==> src/rtl/tanimoto_stim_gen_if.sv <==
// Stream interface between tanimoto_stim_gen (master) and tanimoto_top (slave).
// Carries the BUS_WIDTH beat, its valid/last qualifiers and the downstream ready.
interface tanimoto_stim_gen_if #(
  parameter int BUS_WIDTH = 128
);
  logic [BUS_WIDTH-1:0] o_Vector;
  logic                 o_Valid;
  logic                 o_Last;
  logic                 i_Ready;

  modport master (output o_Vector, output o_Valid, output o_Last, input i_Ready);
  modport slave  (input  o_Vector, input  o_Valid, input  o_Last, output i_Ready);
endinterface

==> src/rtl/tanimoto_stim_gen.sv <==
// Stimulus engine for tanimoto_top bring-up: loads the threshold BRAM with a
// k -> k+1 ramp, then streams REF+CMP vectors of pseudo-random 32-bit lane
// LFSR data over a valid/ready handshake with optional idle gaps.
// Optional feature macro: STIM_CHECKSUM_EN (XOR checksum of accepted beats).
module tanimoto_stim_gen #(
  parameter int          BUS_WIDTH    = 128,
  parameter int          VECTOR_WIDTH = 920,
  parameter int          CNT_WIDTH    = $clog2(VECTOR_WIDTH),
  parameter int          REF_VEC_NO   = 8,
  parameter int          CMP_VEC_NO   = 128,
  parameter int          GAP_WIDTH    = 4,
  parameter logic [31:0] LFSR_SEED    = 32'hACE12468
) (
  input  logic                   clk,
  input  logic                   rstn,
  input  logic                   i_Start,
  input  logic [GAP_WIDTH-1:0]   i_GapCycles,
  tanimoto_stim_gen_if.master    bus,
  output logic [CNT_WIDTH-1:0]   o_BRAM_Addr,
  output logic [CNT_WIDTH:0]     o_BRAM_Din,
  output logic                   o_BRAM_WrEn,
  output logic                   o_Busy,
  output logic                   o_Done,
  output logic [BUS_WIDTH-1:0]   o_Checksum
);

  localparam int unsigned VB        = VECTOR_WIDTH / 8;
  localparam int unsigned REF_BITS  = REF_VEC_NO * VB * 8;
  localparam int unsigned CMP_BITS  = CMP_VEC_NO * VB * 8;
  localparam int unsigned REF_BEATS = (REF_BITS + BUS_WIDTH - 1) / BUS_WIDTH;
  localparam int unsigned CMP_BEATS = (CMP_BITS + BUS_WIDTH - 1) / BUS_WIDTH;
  localparam int unsigned TOTAL     = REF_BEATS + CMP_BEATS;
  localparam int unsigned BEAT_W    = $clog2(TOTAL + 1);
  localparam int unsigned LANES     = BUS_WIDTH / 32;
  localparam logic [31:0] LFSR_MASK = 32'h80200003;

  typedef enum logic [2:0] {
    S_IDLE,
    S_LOAD,
    S_STREAM,
    S_GAP,
    S_DONE
  } state_t;

  state_t                r_State;
  logic [BUS_WIDTH-1:0]  r_Lfsr;
  logic [BEAT_W-1:0]     r_Beat;
  logic [GAP_WIDTH-1:0]  r_Gap;
  logic [GAP_WIDTH-1:0]  r_GapCnt;
  logic [CNT_WIDTH-1:0]  r_Addr;
  logic [CNT_WIDTH:0]    r_Din;
  logic                  r_WrEn;
  logic                  r_Valid;
  logic                  r_Busy;
  logic                  r_Done;

  logic [BUS_WIDTH-1:0]  w_Seed;
  logic [BUS_WIDTH-1:0]  w_LfsrNext;
  logic [BUS_WIDTH-1:0]  w_Vector;
  logic                  w_Accept;
  logic                  w_StartReq;

  // Per-lane seeds and one Galois step of every lane
  always_comb begin
    w_Seed     = '0;
    w_LfsrNext = '0;
    for (int unsigned k = 0; k < LANES; k++) begin
      w_Seed[32*k +: 32]     = LFSR_SEED + 32'(k);
      w_LfsrNext[32*k +: 32] = {1'b0, r_Lfsr[32*k+1 +: 31]}
                             ^ (r_Lfsr[32*k] ? LFSR_MASK : 32'h0);
    end
  end

  // Data is gated by valid so every output reads 0 out of reset and in gaps
  assign w_Vector   = r_Valid ? r_Lfsr : '0;
  assign w_Accept   = r_Valid & bus.i_Ready;
  assign w_StartReq = (r_State == S_IDLE) & i_Start;

  assign bus.o_Vector = w_Vector;
  assign bus.o_Valid  = r_Valid;
  assign bus.o_Last   = r_Valid & (r_Beat == BEAT_W'(TOTAL - 1));
  assign o_BRAM_Addr  = r_Addr;
  assign o_BRAM_Din   = r_Din;
  assign o_BRAM_WrEn  = r_WrEn;
  assign o_Busy       = r_Busy;
  assign o_Done       = r_Done;

  // Run sequencer: IDLE -> LOAD -> STREAM/GAP -> DONE -> IDLE
  always_ff @(posedge clk or negedge rstn) begin
    if (!rstn) begin
      r_State  <= S_IDLE;
      r_Lfsr   <= w_Seed;
      r_Beat   <= '0;
      r_Gap    <= '0;
      r_GapCnt <= '0;
      r_Addr   <= '0;
      r_Din    <= '0;
      r_WrEn   <= 1'b0;
      r_Valid  <= 1'b0;
      r_Busy   <= 1'b0;
      r_Done   <= 1'b0;
    end else begin
      case (r_State)
        S_IDLE: begin
          if (i_Start) begin
            r_Gap   <= i_GapCycles;
            r_Lfsr  <= w_Seed;
            r_Beat  <= '0;
            r_Addr  <= '0;
            r_Din   <= (CNT_WIDTH+1)'(1);
            r_WrEn  <= 1'b1;
            r_Busy  <= 1'b1;
            r_State <= S_LOAD;
          end
        end
        S_LOAD: begin
          if (r_Addr == CNT_WIDTH'(VECTOR_WIDTH - 1)) begin
            r_WrEn  <= 1'b0;
            r_Addr  <= '0;
            r_Din   <= '0;
            r_Valid <= 1'b1;
            r_State <= S_STREAM;
          end else begin
            r_Addr <= r_Addr + 1'b1;
            r_Din  <= r_Din + 1'b1;
          end
        end
        S_STREAM: begin
          if (w_Accept) begin
            r_Lfsr <= w_LfsrNext;
            r_Beat <= r_Beat + 1'b1;
            if (r_Beat == BEAT_W'(TOTAL - 1)) begin
              r_Valid <= 1'b0;
              r_Busy  <= 1'b0;
              r_Done  <= 1'b1;
              r_State <= S_DONE;
            end else if (r_Gap != '0) begin
              r_Valid  <= 1'b0;
              r_GapCnt <= r_Gap;
              r_State  <= S_GAP;
            end
          end
        end
        S_GAP: begin
          if (r_GapCnt == GAP_WIDTH'(1)) begin
            r_Valid <= 1'b1;
            r_State <= S_STREAM;
          end else begin
            r_GapCnt <= r_GapCnt - 1'b1;
          end
        end
        S_DONE: begin
          r_Done  <= 1'b0;
          r_State <= S_IDLE;
        end
        default: r_State <= S_IDLE;
      endcase
    end
  end

`ifdef STIM_CHECKSUM_EN
  logic [BUS_WIDTH-1:0] r_Checksum;

  // Running XOR of accepted beats, cleared when a run starts
  always_ff @(posedge clk or negedge rstn) begin
    if (!rstn) begin
      r_Checksum <= '0;
    end else if (w_StartReq) begin
      r_Checksum <= '0;
    end else if (w_Accept) begin
      r_Checksum <= r_Checksum ^ w_Vector;
    end
  end

  assign o_Checksum = r_Checksum;
`else
  assign o_Checksum = '0;
`endif

endmodule

==> src/flat_wrapper.sv <==
// flat-port wrapper written by rule: the top's interface ports become plain ports
module tanimoto_stim_gen_flat 
#(
  parameter int          BUS_WIDTH    = 128,
  parameter int          VECTOR_WIDTH = 920,
  parameter int          CNT_WIDTH    = $clog2(VECTOR_WIDTH),
  parameter int          REF_VEC_NO   = 8,
  parameter int          CMP_VEC_NO   = 128,
  parameter int          GAP_WIDTH    = 4,
  parameter logic [31:0] LFSR_SEED    = 32'hACE12468
)
  (clk, rstn, i_Start, i_GapCycles, o_BRAM_Addr, o_BRAM_Din, o_BRAM_WrEn, o_Busy, o_Done, o_Checksum, bus_o_Vector, bus_o_Valid, bus_o_Last, bus_i_Ready);
  tanimoto_stim_gen_if #(.BUS_WIDTH(BUS_WIDTH)) bus_i ();
  input  logic clk;
  input  logic rstn;
  input  logic i_Start;
  input  logic [GAP_WIDTH-1:0] i_GapCycles;
  output logic [CNT_WIDTH-1:0] o_BRAM_Addr;
  output logic [CNT_WIDTH:0] o_BRAM_Din;
  output logic o_BRAM_WrEn;
  output logic o_Busy;
  output logic o_Done;
  output logic [BUS_WIDTH-1:0] o_Checksum;
  output wire logic [$bits(bus_i.o_Vector)-1:0] bus_o_Vector;
  output wire logic [$bits(bus_i.o_Valid)-1:0] bus_o_Valid;
  output wire logic [$bits(bus_i.o_Last)-1:0] bus_o_Last;
  input wire logic [$bits(bus_i.i_Ready)-1:0] bus_i_Ready;
  assign bus_o_Vector = bus_i.o_Vector;
  assign bus_o_Valid = bus_i.o_Valid;
  assign bus_o_Last = bus_i.o_Last;
  assign bus_i.i_Ready = bus_i_Ready;
  tanimoto_stim_gen #(.BUS_WIDTH(BUS_WIDTH), .VECTOR_WIDTH(VECTOR_WIDTH), .CNT_WIDTH(CNT_WIDTH), .REF_VEC_NO(REF_VEC_NO), .CMP_VEC_NO(CMP_VEC_NO), .GAP_WIDTH(GAP_WIDTH), .LFSR_SEED(LFSR_SEED)) u_core (.clk(clk), .rstn(rstn), .i_Start(i_Start), .i_GapCycles(i_GapCycles), .bus(bus_i), .o_BRAM_Addr(o_BRAM_Addr), .o_BRAM_Din(o_BRAM_Din), .o_BRAM_WrEn(o_BRAM_WrEn), .o_Busy(o_Busy), .o_Done(o_Done), .o_Checksum(o_Checksum));
endmodule
==> config.mk <==
export PLATFORM = sky130hd
export DESIGN_NAME = tanimoto_stim_gen_flat
export DESIGN_NICKNAME = d
export VERILOG_FILES = /design/src/rtl/tanimoto_stim_gen_if.sv /design/src/rtl/tanimoto_stim_gen.sv /design/src/flat_wrapper.sv
export SDC_FILE = /design/constraint.sdc
export NUM_CORES = 1
export LEC_CHECK = 0
export BUFFER_PORTS_ARGS = -buffer_cell sky130_fd_sc_hd__buf_2
export CORE_MARGIN = 10
export CORE_UTILIZATION = 35
export DETAILED_ROUTE_END_ITERATION = 8
export GPL_TIMING_DRIVEN = 0
export MAX_ROUTING_LAYER = met4
export PLACE_DENSITY = 0.58
export SLEW_MARGIN = 10
export SYNTH_ARGS = -nofsm -noshare
export SYNTH_HDL_FRONTEND = slang
export SYNTH_SLANG_ARGS = --single-unit
==> constraint.sdc <==
create_clock -name clk -period 2.8 [get_ports clk]
set_clock_uncertainty 0.1 [all_clocks]
set_input_delay 0.14 -clock clk [delete_from_list [all_inputs] [get_ports clk]]
set_output_delay 0.14 -clock clk [all_outputs]
set_load 0.02 [all_outputs]
==> results by stage, run 1 <==
STA:
- The post-route minimum period is 2.560 ns.
- The achievable frequency is around 400 MHz.
- Dividing the final minimum period by the clock period gives 0.9144.
- The final-report hold violation count is 0.
- The worst relative slew slack is 0.3996.
- The tightest hold path in the finished design has a slack of 0.1381 ns.
- The total negative slack for setup checks is 0 ns.
- Setup repair after global routing left no endpoint under its margin.
- The actual slew at the worst max-slew pin is ~0.9 ns.
- The final count of negative-setup-slack endpoints is 0.
- The number of pins exceeding their max-slew limit in the final report was 0.

Logic synthesis:
- The share of synthesized area in the top cell type comes to 0.3317.
- sky130_fd_sc_hd__dfrtp_1 takes more of the synthesized area than any other cell.
- Synthesis instantiated 52 different standard cells from the library.
- Each instance of the synthesized netlist takes up on average about 10 µm².
- Of all flip-flops after synthesis, the portion carrying an async set or reset was 1.000.
- Yosys attributes the largest share of cell area to sky130_fd_sc_hd__dfrtp_1 33%, sky130_fd_sc_hd__dfstp_2 17%, sky130_fd_sc_hd__buf_4 11%, sky130_fd_sc_hd__and2_1 9.4%, sky130_fd_sc_hd__a22o_1 7.1%.
- After synthesis the cells add up to 8901 µm².
- In the synthesized netlist, the number of instances is 853.
- Sorting the synthesized cells by how often they occur yields 134 x sky130_fd_sc_hd__and2_1, 130 x sky130_fd_sc_hd__buf_4, 118 x sky130_fd_sc_hd__dfrtp_1.
- The synthesized design contains 174 register bits.
- In the synthesized netlist the dominant register cell turns out to be sky130_fd_sc_hd__dfrtp_1.
- Yosys instantiated no cell more often than sky130_fd_sc_hd__and2_1.
- The number of synthesized flops with an enable pin is 0.
- The Yosys step of the flow raised 0 warnings.
- For this run, the register share of the synthesized area comes to 0.4970.

Route:
- The number of DRC markers in iteration 0 is 509.
- The count of antenna-violating nets left after detailed routing is 0.
- In the final routed layout, each cell accounts on average for 16.12 µm.
- Across all layers, the routed design uses between 6k and 7k vias.
- Before antenna repair, the detailed router went through 4 iterations.
- In the routed layout, each cell is associated on average with a via count of 4.453.
- The routed design has around 24 mm of wire.
- In the routed design, unresolved DRC markers number 0.

Clocking:
- Clock-pin slew was measured on the worst setup and hold paths at 0.07 ns.
- The clock tree root driver cell is sky130_fd_sc_hd__clkbuf_16.
- The number of buffers inserted to repair setup after CTS is 0.
- Clock latency on the worst-skew pair, taken at its later pin, is ~0.43 ns.
- The number of buffers on the longest clock path is 2.
- The count of clock tree sinks is 174.
- The number of CTS-inserted buffers is 17.
- The CTS tree is yes.
- The count of H-tree levels built during CTS is 4.

Floorplanning:
- In this run the count of I/O pins placed on the die edge is 290.
- In this run the vertical extent of the chip is 179.5 µm.
- The core region is 25110 µm².
- The effective utilization at floorplan is 0.3545.
- The die covers 32210 µm².
- The initialized floorplan defines 58 standard-cell rows.
- The width of the chip is 179.5 µm.

Final layout:
- Fill cells in the final layout number 2487.
- The share of the core filled with cells in the final layout is 0.4490.
- The footprint of the flip-flops and latches is 4424 µm².
- The count of nets after finishing is 1180.
- The share of post-route cells with drive strength above 1 is 0.3393.
- The area overhead of the layout relative to synthesis is 26.67%.
- In the final layout, the multi-input gates occupy 3736 µm².
- The number of antenna diodes in the final layout is 0.

Power:
- The worst ir drop on vdd is 0.3787 mV.
- The leakage power total is 5.824 nW.
- The power per standard cell area is 468.4 nW/µm².

Placement:
- The HPWL after detailed placement is 17.84 mm.
- The count of buffers inserted at the top-level ports is approximately 160.
- The weighted congestion at the end of routability-driven global placement is 0.8160.

Global route:
- Global routing finished with a remaining overflow of 0.
- The number of antenna violations at the first check in global routing is 0.
- Across every metal layer, demand over resource in global routing totals 0.1515.
- Entering global routing, the biggest net connects 91 pins.
- The number of global-route vias before repair is 6809.
- The first-pass GRT wire length is 39.00 mm.

Critical path:
- In this run the worst setup path begins at u_core.bus.o_Valid.
- The worst setup path is of the flip-flop to output pin kind.
- The cell count of the worst reg-to-reg path is 7.
- The data arrival time of the critical path is 2.32 ns.
- The peak fanout along the critical path is 10.
- The endpoint identified for the worst register-to-register timing path is u_core.r_State[0].
- The signal on the critical path passes through clkbuf_1, clkbuf_1, and2_1, buf_2.
- Data on the critical path is required at its endpoint by 2.56 ns.
- The worst stage delay on the critical path is 0.62 ns.
- In this design, the critical path's most frequently occurring cell is sky130_fd_sc_hd__clkbuf_1.
- The startpoint kind of the worst setup timing path is a flip-flop.
- The reg2reg setup slack is about 0.33 ns.
- Among all stages on the critical path, the largest delay is contributed by sky130_fd_sc_hd__clkbuf_1.
- The termination of the worst setup path is bus_o_Vector[30].
- The startpoint identified for the worst register-to-register timing path is u_core.bus.o_Valid.
- The endpoint type of the worst setup path is an output pin.

Run status:
- The run finished with clean final reports.

Hold path:
- The worst hold path belongs to the class primary input to flip-flop.

Run:
- The number of max-capacitance violations reported is 0.
where the power goes:
group	leakage (nW)	total [W]	switching (W)	internal (W)
Combinational	3.37	0.000372	0.000236	0.000136
Clock	0.284	0.00239	0.00110	0.00129
Sequential	2.17	0.00252	0.00000252	0.00252
Total	5.82	0.00528	0.00134	0.00395
registers in the layout, summed over array words and instances, names as in the netlist:
signal	flops
u_core.bus.o_Valid	1
u_core.o_BRAM_WrEn	1
u_core.r_Lfsr	128
u_core.r_Gap	4
u_core.o_BRAM_Addr	10
u_core.r_Beat	10
u_core.o_Busy	1
u_core.o_Done	1
u_core.r_GapCnt	4
u_core.r_State	3
u_core.o_BRAM_Din	11
per-stage QoR:
step | total power [W] | instances | setup WS, ns | area, µm²
final | 0.005281 | 1509 | 0.2397 | 11270
after global routing | 0.005493 | 1509 | 0.05130 | 11270
after CTS | 0.005341 | 1509 | 0.1462 | 11270
after detailed placement | 0.002925 | 1472 | 0.2202 | 10630
after global placement | 0.002918 | 1471 | -1.392 | 10600
after floorplan | 0.002859 | 980 | 0.7530 | 9378
kinds of logic after synthesis:
kind of cell / count (synthesis) / share of synthesized area
multiplexers: 2 / 0.002530
flip-flops: 174 / 0.4970
XOR/XNOR: 21 / 0.02066
AND/OR/NAND/NOR: 270 / 0.1692
AO/OA/AOI/OAI: 192 / 0.1649
other: 1 / 0.0004213
adder cells (fa/ha/maj): 6 / 0.008434
buffers and inverters: 187 / 0.1368
how the worst min path moves through the flow:
stage	startpoint	to	slack, ns	depth (start not counted)
after global routing	i_Start	u_core.r_Gap[0]	0.18	5
after global placement	i_GapCycles[3]	u_core.r_Gap[3]	0.26	3
final	i_Start	u_core.r_Gap[3]	0.14	5
after CTS	i_Start	u_core.r_Gap[3]	0.12	5
after detailed placement	rstn	u_core.o_BRAM_Addr[9]	0.08	1
after floorplan	rstn	u_core.bus.o_Valid	-0.26	0
layout by cell type (no fill, tap or decap), drive strengths merged, types with 2 or more instances in the layout:
cell / synthesis / routed
o31ai: 5 / 5
a41oi: 2 / 2
xnor2: 6 / 6
and2: 135 / 135
nor3: 6 / 6
nor2b: 2 / 2
o21ai: 45 / 45
ha: 6 / 6
dfrtp: 118 / 118
dfstp: 56 / 56
buf: 142 / 304
o22a: 48 / 48
o22ai: 2 / 2
a21oi: 8 / 8
a22o: 72 / 72
nor2: 27 / 27
inv: 6 / 13
xor2: 15 / 15
nand2: 60 / 60
and3: 4 / 4
nor4: 3 / 3
dlygate4sd3: 0 / 5
nand2b: 4 / 4
mux2: 2 / 2
and4: 3 / 3
clkinvlp: 0 / 2
a31oi: 5 / 5
clkbuf: 39 / 58
or3b: 2 / 2
conb: 1 / 128
nand3: 11 / 11
clkinv: 0 / 3
nand4: 9 / 9
critical path, delay by kind of cell (launching register included):
kind	cells	cell delay (ns)
buf+inv	3	1.16
flops	1	0.51
simple gates	1	0.22
cell type report:
type | count | area share
repair buffers | 167 | 0.07924
multi-input cells | 619 | 0.3314
clock buffers | 19 | 0.03929
clock inverters | 13 | 0.01310
inverters | 6 | 0.001998
plain buffers | 181 | 0.1060
flip-flops and latches | 174 | 0.3924
well taps | 330 | 0.03662
what timing repair did:
action	in CTS	in global routing
hold buffers	5	0
endpoints found under the hold margin	55	0
resized for setup	0	0
endpoints found under the setup margin	0	0
per-layer routing:
layer / wire length [µm] / track usage / up-vias
met5: 0 / - / -
met4: 294 / 0.03837 / 0
met3: 1030 / 0.03434 / 16
met2: 11240 / 0.2323 / 175
met1: 11760 / 0.1989 / 3213
li1: - / - / 3316
(Power assumes the default switching activity.)
==> inputs of run 2 (changes only) <==
--- a/config.mk
+++ b/config.mk
@@ -5,14 +5,14 @@
 export SDC_FILE = /design/constraint.sdc
 export NUM_CORES = 1
 export LEC_CHECK = 0
+export ABC_AREA = 1
 export BUFFER_PORTS_ARGS = -buffer_cell sky130_fd_sc_hd__buf_2
 export CORE_MARGIN = 10
 export CORE_UTILIZATION = 35
 export DETAILED_ROUTE_END_ITERATION = 8
 export GPL_TIMING_DRIVEN = 0
 export MAX_ROUTING_LAYER = met4
-export PLACE_DENSITY = 0.58
-export SLEW_MARGIN = 10
+export PLACE_DENSITY = 0.57
 export SYNTH_ARGS = -nofsm -noshare
 export SYNTH_HDL_FRONTEND = slang
 export SYNTH_SLANG_ARGS = --single-unit
==> run 2 against run 1 <==
Clock-buffer cell count decreased by 2. Die area grew 5.4%. Sequential power rose by 61%. Flip-flop and latch count stayed put. Hold slack got worse by 0.013 ns. Non-clock buffer count down 7. Synthesized cell count increased by 38%. Core utilization shrank 0.53 points. Design area up 5.2%. Cell count is 22% higher. First-iteration DRC count is 8.1% lower. Global-route usage grew 0.65 points.
==> results by stage, run 2 <==
STA:
- The worst path setup slack after routing was 0.4054 ns (+0.1657 ns).
- The final-report hold violation count is 0 (unchanged).
- Setup repair after global routing left no endpoint under its margin.
- The achievable frequency came to 417.6 MHz (+6.9%).
- The total negative slack for setup checks is 0 ns (unchanged).
- The post-route minimum period was 2.395 ns (-0.1657 ns).
- The worst relative slew slack came to 0.5874 (+0.1878).
- The final cycle utilization of the critical path came to 0.8552 (-0.05919).
- The number of pins exceeding their max-slew limit in the final report is 0 (unchanged).
- The actual slew at the worst max-slew pin is 0.6189 ns (-0.2768 ns).
- The final count of negative-setup-slack endpoints is 0 (unchanged).

Final layout:
- The count of nets after finishing came to 1499 (+27%).
- The top cell types in the final layout, fill and taps aside, are 284 x sky130_fd_sc_hd__inv_1, 224 x sky130_fd_sc_hd__nand2_1, 187 x sky130_fd_sc_hd__buf_2.
- The number of flip-flops under the largest register name came to 128 (unchanged).
- The count of fill cells added during filler insertion is 2747 (+10%).
- The area overhead of the layout relative to synthesis is 25.62%.
- Ranked by flip-flop count, first place goes to u_core.r_Lfsr.
- The share of post-route cells with drive strength above 1 is 0.2864 (-0.05289).
- The number of standard cells in the final layout excluding fillers is 1840 (+22%).
- The commonest non-fill, non-tap cell in the layout is sky130_fd_sc_hd__inv_1.

Placement:
- The worst-case setup slack after placement is 0.4535 ns (+0.2333 ns).
- The number of placed instances with taps included is 1803 (+22%).
- The count of buffers inserted at the top-level ports is 161 (unchanged).
- The post-DP HPWL came to 20.08 mm (+13%).
- The weighted congestion at the end of routability-driven global placement is 0.8403 (+3.0%).

Logic synthesis:
- The number of synthesized flops with an enable pin is 0 (unchanged).
- The post-synthesis cell count was 1173 (+38%).
- By count the netlist is led by 284 x sky130_fd_sc_hd__inv_1, 224 x sky130_fd_sc_hd__nand2_1, 131 x sky130_fd_sc_hd__buf_4.
- The total number of yosys warnings came to 0 (unchanged).
- Ranked by total cell area, the synthesized netlist is headed by sky130_fd_sc_hd__dfrtp_1 31%, sky130_fd_sc_hd__dfstp_2 16%, sky130_fd_sc_hd__inv_1 11%, sky130_fd_sc_hd__buf_4 10%, sky130_fd_sc_hd__nand2_1 8.9%.
- Among all cell types in the netlist, the one instantiated most often is sky130_fd_sc_hd__inv_1.
- The share of the synthesized area in the top cell type was 0.3127 (-0.01899).
- The prevailing post-synth register cell is sky130_fd_sc_hd__dfrtp_1.
- The post-synthesis register bit count is 174 (unchanged).
- The mean instance size in the synthesized netlist came to 8.049 µm² (-23%).
- The post-synthesis instance area is 9442 µm² (+6.1%).
- The fraction of the yosys area taken by sequential cells is 0.4686 (-0.02846).
- The biggest area consumer among synthesized cells is sky130_fd_sc_hd__dfrtp_1.
- The distinct cell type count after synthesis came to 39 (-25%).
- The fraction of registers with async set/reset is 1.000 (unchanged).

Clocking:
- The CTS tree is yes.
- The count of H-tree levels built during CTS is 4 (unchanged).
- The clock network latency to the later pin of the worst-skew pair was 0.43 ns (about the same).
- The count of clock tree sinks was 174 (unchanged).
- The number of CTS-inserted buffers is 17 (unchanged).
- The count of instances resized after the clock tree is built was 0 (unchanged).
- The number of buffers inserted to repair setup after CTS is 0 (unchanged).
- The number of buffers on the longest clock path came to 2 (unchanged).
- The clock transition at the registers of the reported paths is 0.08 ns (about the same).
- The clock tree root driver cell is sky130_fd_sc_hd__clkbuf_16.

Global route:
- The number of antenna violations at the first check in global routing was 1 (+1).
- The number of global-route vias before repair is 7762 (+14%).
- The largest net degree at the start of global routing was 98 (+7.7%).
- The first-pass GRT wire length is 41.87 mm (+7.4%).
- The total congestion overflow is 0 (unchanged).
- The aggregate global-route resource usage is 0.1581 (+0.006529).

Floorplanning:
- The I/O pin count was 290 (unchanged).
- The die span in y was 184.2 µm (+2.7%).
- The effective utilization at floorplan was 0.3533 (-0.001218).
- The number of rows created at floorplan came to 60 (+3.4%).
- The placeable core region is 26730 µm² (+6.4%).
- The width of the chip was 184.2 µm (+2.7%).
- The area of the die is 33950 µm² (+5.4%).

Route:
- The total vias in the final route is 7829 (+17%).
- The count of antenna-violating nets left after detailed routing is 0 (unchanged).
- The routed wire length per instance is 14.43 µm (-10%).
- The ratio of routed vias to standard cells is 4.255 (-4.5%).
- The DRC violation count after routing was 0 (unchanged).
- The number of DRC markers in iteration 0 is 468 (-8.1%).
- The number of iterations in the first detailed-routing pass is 5 (+1).
- The final routed wirelength across all metal layers is 26.54 mm (+9.1%).

Hold path:
- The worst hold path begins at i_Start.
- The worst hold path terminates at u_core.r_Beat[5].
- The worst min-delay path class is primary input to flip-flop.
- The number of cells traversed by the worst hold path was 4 (-1).

Critical path:
- The type of the worst setup path is flip-flop to output pin.
- The data arrival time of the critical path is 2.15 ns (-0.17 ns).
- The worst path required time is 2.56 ns (about the same).
- The sum of buffers and inverters on the critical path is 4 (+1).
- The startpoint kind of the worst setup timing path is a flip-flop.
- The reg2reg setup slack is 0.47 ns (+0.14 ns).
- The peak fanout along the critical path is 14 (+4).
- The startpoint identified for the worst register-to-register timing path is u_core.bus.o_Valid.
- Traced cell by cell, the critical path runs through buf_2, clkbuf_1, inv_1, nor2_1, buf_2.
- The endpoint type of the worst setup path is an output pin.
- The cell type group with the largest total delay on the critical path is buffers and inverters.
- The cell count of the worst reg-to-reg path is 7 (unchanged).
- The worst stage delay on the critical path is 0.53 ns (-0.09 ns).
- The slowest stage of the critical path belongs to the cell sky130_fd_sc_hd__clkbuf_1.
- By instance count, the cell type seen most on the critical path is sky130_fd_sc_hd__buf_2.
- The worst register-to-register path ends at u_core.r_Lfsr[29].
- The worst setup path startpoint is u_core.bus.o_Valid.

Power:
- The power per standard cell area is 1061 nW/µm² (+130%).
- The leakage power total is 7.275 nW (+25%).
- The total power after layout is 0.01258 W (+140%).
- The worst ir drop on vdd is 0.4856 mV (+28%).

Run status:
- The run finished with clean final reports.

Run:
- The number of max-capacitance violations reported is 0 (unchanged).
[run 2: changes by cell type in the layout (fill, tap and decap cells not counted), sizes merged, moves of 10 or more]
| cell | previous run | this run |
|---|---|---|
| o22a | 48 | 0 |
| nand2 | 60 | 230 |
| inv | 13 | 296 |
| a21oi | 8 | 18 |
| a22o | 72 | 2 |
| and2 | 135 | 0 |
| o22ai | 2 | 69 |
| nor2 | 27 | 47 |
| a22oi | 0 | 46 |
| clkbuf | 58 | 31 |
| nand3 | 11 | 33 |
| buf | 304 | 322 |
[run 2: power by group]
part / internal [W] / switching, W / leakage [nW] / total (W)
logic: 0.00187 / 0.00421 / 4.81 / 0.00608
registers: 0.00348 / 0.000572 / 2.17 / 0.00405
clock network: 0.00129 / 0.00116 / 0.296 / 0.00246
total: 0.00664 / 0.00595 / 7.28 / 0.0126
[run 2: cell type report]
cell class,instances,area [µm²],area share
multi-input cells,660,3219,0.2714
well taps,341,426.7,0.03597
inverters,291,1092,0.09210
repair buffers,167,893.4,0.07532
plain buffers,174,1179,0.09938
flip-flops and latches,174,4424,0.3730
clock inverters,15,197.7,0.01667
diodes,1,2.502,0.0002110
clock buffers,17,425.4,0.03587
[run 2: worst max-delay path by stage]
stage | endpoint | slack [ns] | cells after the start
3_3_place_gp | u_core.r_Lfsr[104] | -1.40 | 1
2_1_floorplan | u_core.o_BRAM_Addr[1] | 1.11 | 7
3_5_place_dp | bus_o_Vector[28] | 0.45 | 6
6_report | bus_o_Last | 0.41 | 5
4_1_cts | bus_o_Last | 0.32 | 5
5_1_grt | bus_o_Last | 0.22 | 5
[run 2: kinds of logic (layout without fill, tap and decap cells)]
kind of cell | Yosys count | in the layout | share of synthesized area
other cells | 1 | 129 | 0.0003972
fa+ha+maj | 6 | 6 | 0.007951
xor+xnor | 12 | 12 | 0.01113
flops | 174 | 174 | 0.4686
compound gates | 185 | 185 | 0.1236
simple gates | 329 | 329 | 0.1474
buf+inv | 466 | 664 | 0.2409
[run 2: worst reg2reg max path, stage by stage (launching register included)]
cell,delay [ns]
sky130_fd_sc_hd__dfrtp_1,0.34
sky130_fd_sc_hd__buf_2,0.38
sky130_fd_sc_hd__nand2_1,0.21
sky130_fd_sc_hd__inv_1,0.13
sky130_fd_sc_hd__nand2_1,0.07
sky130_fd_sc_hd__nor2_2,0.31
sky130_fd_sc_hd__buf_1,0.49
sky130_fd_sc_hd__a22oi_1,0.20
[run 2: through the flow]
step | utilization | hold slack [ns] | area, µm²
2_1_floorplan | - | -0.2556 | 9918
3_3_place_gp | 0.4172 | 0.2517 | 11150
3_5_place_dp | 0.4186 | 0.05785 | 11190
4_1_cts | 0.4437 | 0.1113 | 11860
5_1_grt | 0.4438 | 0.1468 | 11860
6_report | 0.4438 | 0.1248 | 11860
[run 2: layer usage]
layer	routed length (µm)	global-route usage	part of all wire
met5	0	-	0
met3	1794	0.03761	0.068
met1	11720	0.1922	0.44
met4	316	0.04195	0.012
met2	12720	0.2584	0.48
[run 2: timing repair]
action                                  4_1_cts  5_1_grt
hold buffers                                  5        0
endpoints found under the setup margin        1        0
endpoints found under the hold margin        81        0
==> inputs of run 3 (changes only) <==
--- a/config.mk
+++ b/config.mk
@@ -12,7 +12,7 @@
 export DETAILED_ROUTE_END_ITERATION = 8
 export GPL_TIMING_DRIVEN = 0
 export MAX_ROUTING_LAYER = met4
-export PLACE_DENSITY = 0.57
+export PLACE_DENSITY = 0.59
 export SYNTH_ARGS = -nofsm -noshare
 export SYNTH_HDL_FRONTEND = slang
 export SYNTH_SLANG_ARGS = --single-unit
==> constraint.sdc (replaced) <==
create_clock -name clk -period 2 [get_ports clk]
set_clock_uncertainty 0.1 [all_clocks]
set_input_delay 0.1 -clock clk [delete_from_list [all_inputs] [get_ports clk]]
set_output_delay 0.1 -clock clk [all_outputs]
set_load 0.02 [all_outputs]
==> run 3 against run 2 <==
Critical path depth is 2 higher. Clock power rose by 41%. Setup slack got worse by 0.31 ns. Non-clock buffer count increased by 4.
==> results by stage, run 3 (synthesis gave the netlist of run 2 again) <==
STA:
- The post-route minimum period is between 1.5 and 2 ns.
- The final count of negative-setup-slack endpoints came to 0 (unchanged).
- The final cycle utilization of the critical path is 0.9529.
- The worst path setup slack after routing is 0.09413 ns (-0.3113 ns).
- The total negative slack for setup checks is 0 ns (unchanged).
- The actual slew at the worst max-slew pin is 0.6575 ns (+0.03860 ns).
- The worst relative slew slack came to 0.5617 (-0.02573).
- Static timing analysis puts the maximum clock frequency at 524.7 MHz.
- The final-report hold violation count came to 0 (unchanged).
- The number of pins exceeding their max-slew limit in the final report is 0 (unchanged).

Final layout:
- The top cell types in the final layout, fill and taps aside, are 283 x sky130_fd_sc_hd__inv_1, 223 x sky130_fd_sc_hd__nand2_1, 188 x sky130_fd_sc_hd__buf_2.
- The number of flip-flops under the largest register name is 128 (unchanged).
- The largest register by flop count is u_core.r_Lfsr.
- The share of post-route cells with drive strength above 1 is 0.3041 (+0.01768).
- The area growth from synthesis to layout is 27.09%.
- The count of fill cells added during filler insertion is 2745 (-0.073%).
- The count of nets after finishing is 1504 (+0.33%).
- The commonest non-fill, non-tap cell in the layout is sky130_fd_sc_hd__inv_1.
- The share of the core filled with cells in the final layout is 0.4490 (+0.005197).

Floorplanning:
- The I/O pin count was 290 (unchanged).
- The effective utilization at floorplan was 0.3533 (unchanged).
- The placeable core region is 26730 µm² (unchanged).
- The area of the die is 33950 µm² (unchanged).
- The number of rows created at floorplan is 60 (unchanged).
- The width of the chip is 184.2 µm (unchanged).
- The die span in y is 184.2 µm (unchanged).

Critical path:
- The worst stage delay on the critical path is 0.39 ns (-0.14 ns).
- The worst path required time is 1.80 ns (-0.76 ns).
- The end of the worst register-to-register path is u_core.r_State[0].
- The cell count of the worst reg-to-reg path is 9 (+2).
- The startpoint kind of the worst setup timing path is a flip-flop.
- The peak fanout along the critical path is 3 (-11).
- The worst setup path is of the flip-flop to output pin kind.
- The slowest stage of the critical path is the sky130_fd_sc_hd__dfrtp_1 cell.
- The beginning of the worst register-to-register path is u_core.r_Beat[1].
- The critical path goes through inv_2, ha_1, nand2_1, nor2_2, nand3_2, nor2_4, buf_4.
- The reg2reg setup slack was 0.11 ns (-0.36 ns).
- STA classifies the critical path endpoint as an output pin.
- The data arrival time of the critical path is 1.71 ns (-0.44 ns).

Clocking:
- The clock tree root driver cell is sky130_fd_sc_hd__clkbuf_16.
- The clock network latency to the later pin of the worst-skew pair is 0.44 ns (about the same).
- TritonCTS built the clock tree.
- The count of H-tree levels built during CTS is 4 (unchanged).
- The number of buffers on the longest clock path came to 2 (unchanged).
- The count of clock tree sinks is 174 (unchanged).
- The clock transition at the registers of the reported paths is 0.07 ns (about the same).
- The number of CTS-inserted buffers was 17 (unchanged).

Route:
- The total vias in the final route is 7953 (+1.6%).
- The ratio of routed vias to standard cells is 4.311 (+1.3%).
- The final routed wirelength across all metal layers is 26.73 mm (+0.70%).
- The routed wire length per instance came to 14.49 µm (+0.43%).
- The count of antenna-violating nets left after detailed routing was 0 (unchanged).
- The number of iterations in the first detailed-routing pass is 5 (unchanged).
- The number of DRC markers in iteration 0 is 484 (+3.4%).
- The DRC violation count after routing is 0 (unchanged).

Global route:
- The total congestion overflow is 0 (unchanged).
- The first-pass GRT wire length is 42.15 mm (+0.68%).
- The number of antenna violations at the first check in global routing was 1 (unchanged).
- The largest net degree at the start of global routing is 93 (-5.1%).
- The number of global-route vias before repair was 7746 (-0.21%).
- The aggregate global-route resource usage came to 0.1599 (+0.001858).

Hold path:
- The tightest min-delay check is of the primary input to flip-flop type.
- The hold-critical path endpoint is u_core.r_Beat[5].
- The number of cells traversed by the worst hold path is 4 (unchanged).
- In this run the most critical hold path is launched from i_Start.

Run:
- The number of max-capacitance violations reported is 0 (unchanged).

Power:
- The total power after layout was 0.01785 W (+42%).
- The worst ir drop on vdd is 0.6405 mV (+32%).
- The power per standard cell area was 1488 nW/µm² (+40%).
- The leakage power total came to 7.358 nW (+1.1%).

Run status:
- The flow ran to the end, and the final reports show no timing, DRC or antenna violations.

Placement:
- The count of buffers inserted at the top-level ports is 161 (unchanged).
- The post-DP HPWL was 20.05 mm (-0.13%).
- The weighted congestion at the end of routability-driven global placement came to 0.8552 (+1.8%).
- The worst-case setup slack after placement is -0.4560 ns (-0.9095 ns).
run 3: changes by cell type in the layout (fill, tap and decap cells not counted), sizes merged:
cell,before,now
bufinv,1,0
clkinvlp,2,3
clkbuf,31,29
buf,322,328
clkinv,7,10
inv,296,294
run 3: power breakdown:
part           total (W)  internal, W  leakage (nW)  switching, W
Sequential       0.00566      0.00487          2.17      0.000789
Clock            0.00347      0.00173         0.301       0.00174
Combinational    0.00873      0.00277          4.88       0.00596
Total             0.0179      0.00937          7.36       0.00849
run 3: worst max path at each step:
stage                       endpoint             startpoint  cells after the start
2_1_floorplan  u_core.o_BRAM_Addr[1]  u_core.o_BRAM_Addr[0]                      7
3_3_place_gp      u_core.r_Lfsr[105]                   rstn                      1
3_5_place_dp        bus_o_Vector[30]     u_core.bus.o_Valid                      6
4_1_cts             bus_o_Vector[38]     u_core.bus.o_Valid                      6
5_1_grt                   bus_o_Last       u_core.r_Beat[1]                      7
6_report                  bus_o_Last       u_core.r_Beat[1]                      7
run 3: timing repair:
| item | CTS | global route |
|---|---|---|
| setup buffers | 1 | 2 |
| pin swaps | 0 | 2 |
| endpoints found under the setup margin | 128 | 112 |
| cloned | 0 | 1 |
| hold endpoints to repair | 86 | 0 |
| hold buffers | 5 | 0 |
| gates resized for setup | 23 | 26 |
run 3: per-layer routing:
metal / vias up / global-route usage / routed length, µm
li1: 3992 / - / -
met1: 3703 / 0.1922 / 11510
met2: 235 / 0.2626 / 12900
met3: 23 / 0.03702 / 1921
met4: 0 / 0.04753 / 394
met5: - / - / 0
run 3: through the flow:
stage,cells,hold WS (ns),area [µm²]
3_3_place_gp,1802,0.2133,11150
4_1_cts,1841,0.05346,11940
2_1_floorplan,1300,-0.2956,9918
3_5_place_dp,1803,0.04956,11190
6_report,1845,0.04685,12000
5_1_grt,1845,0.07638,12000
run 3: cell type report:
type                       count  area (µm²)  share of cell area
inverter                     291        1096             0.09135
clock buffer                  17       425.4             0.03545
multi-input combinational    660        3242              0.2702
buffer                       175        1242              0.1035
timing repair buffer         170       918.4             0.07654
clock inverter                15       215.2             0.01794
timing repair inverter         1       5.005           0.0004171
tap                          341       426.7             0.03556
antenna                        1       2.502           0.0002086
sequential                   174        4425              0.3688
run 3: critical path, delay by kind of cell, from the launching register on:
family / cells / cell delay, ns
buffers and inverters: 2 / 0.22
AND/OR/NAND/NOR: 4 / 0.52
adder cells (fa/ha/maj): 1 / 0.14
flip-flops: 1 / 0.39
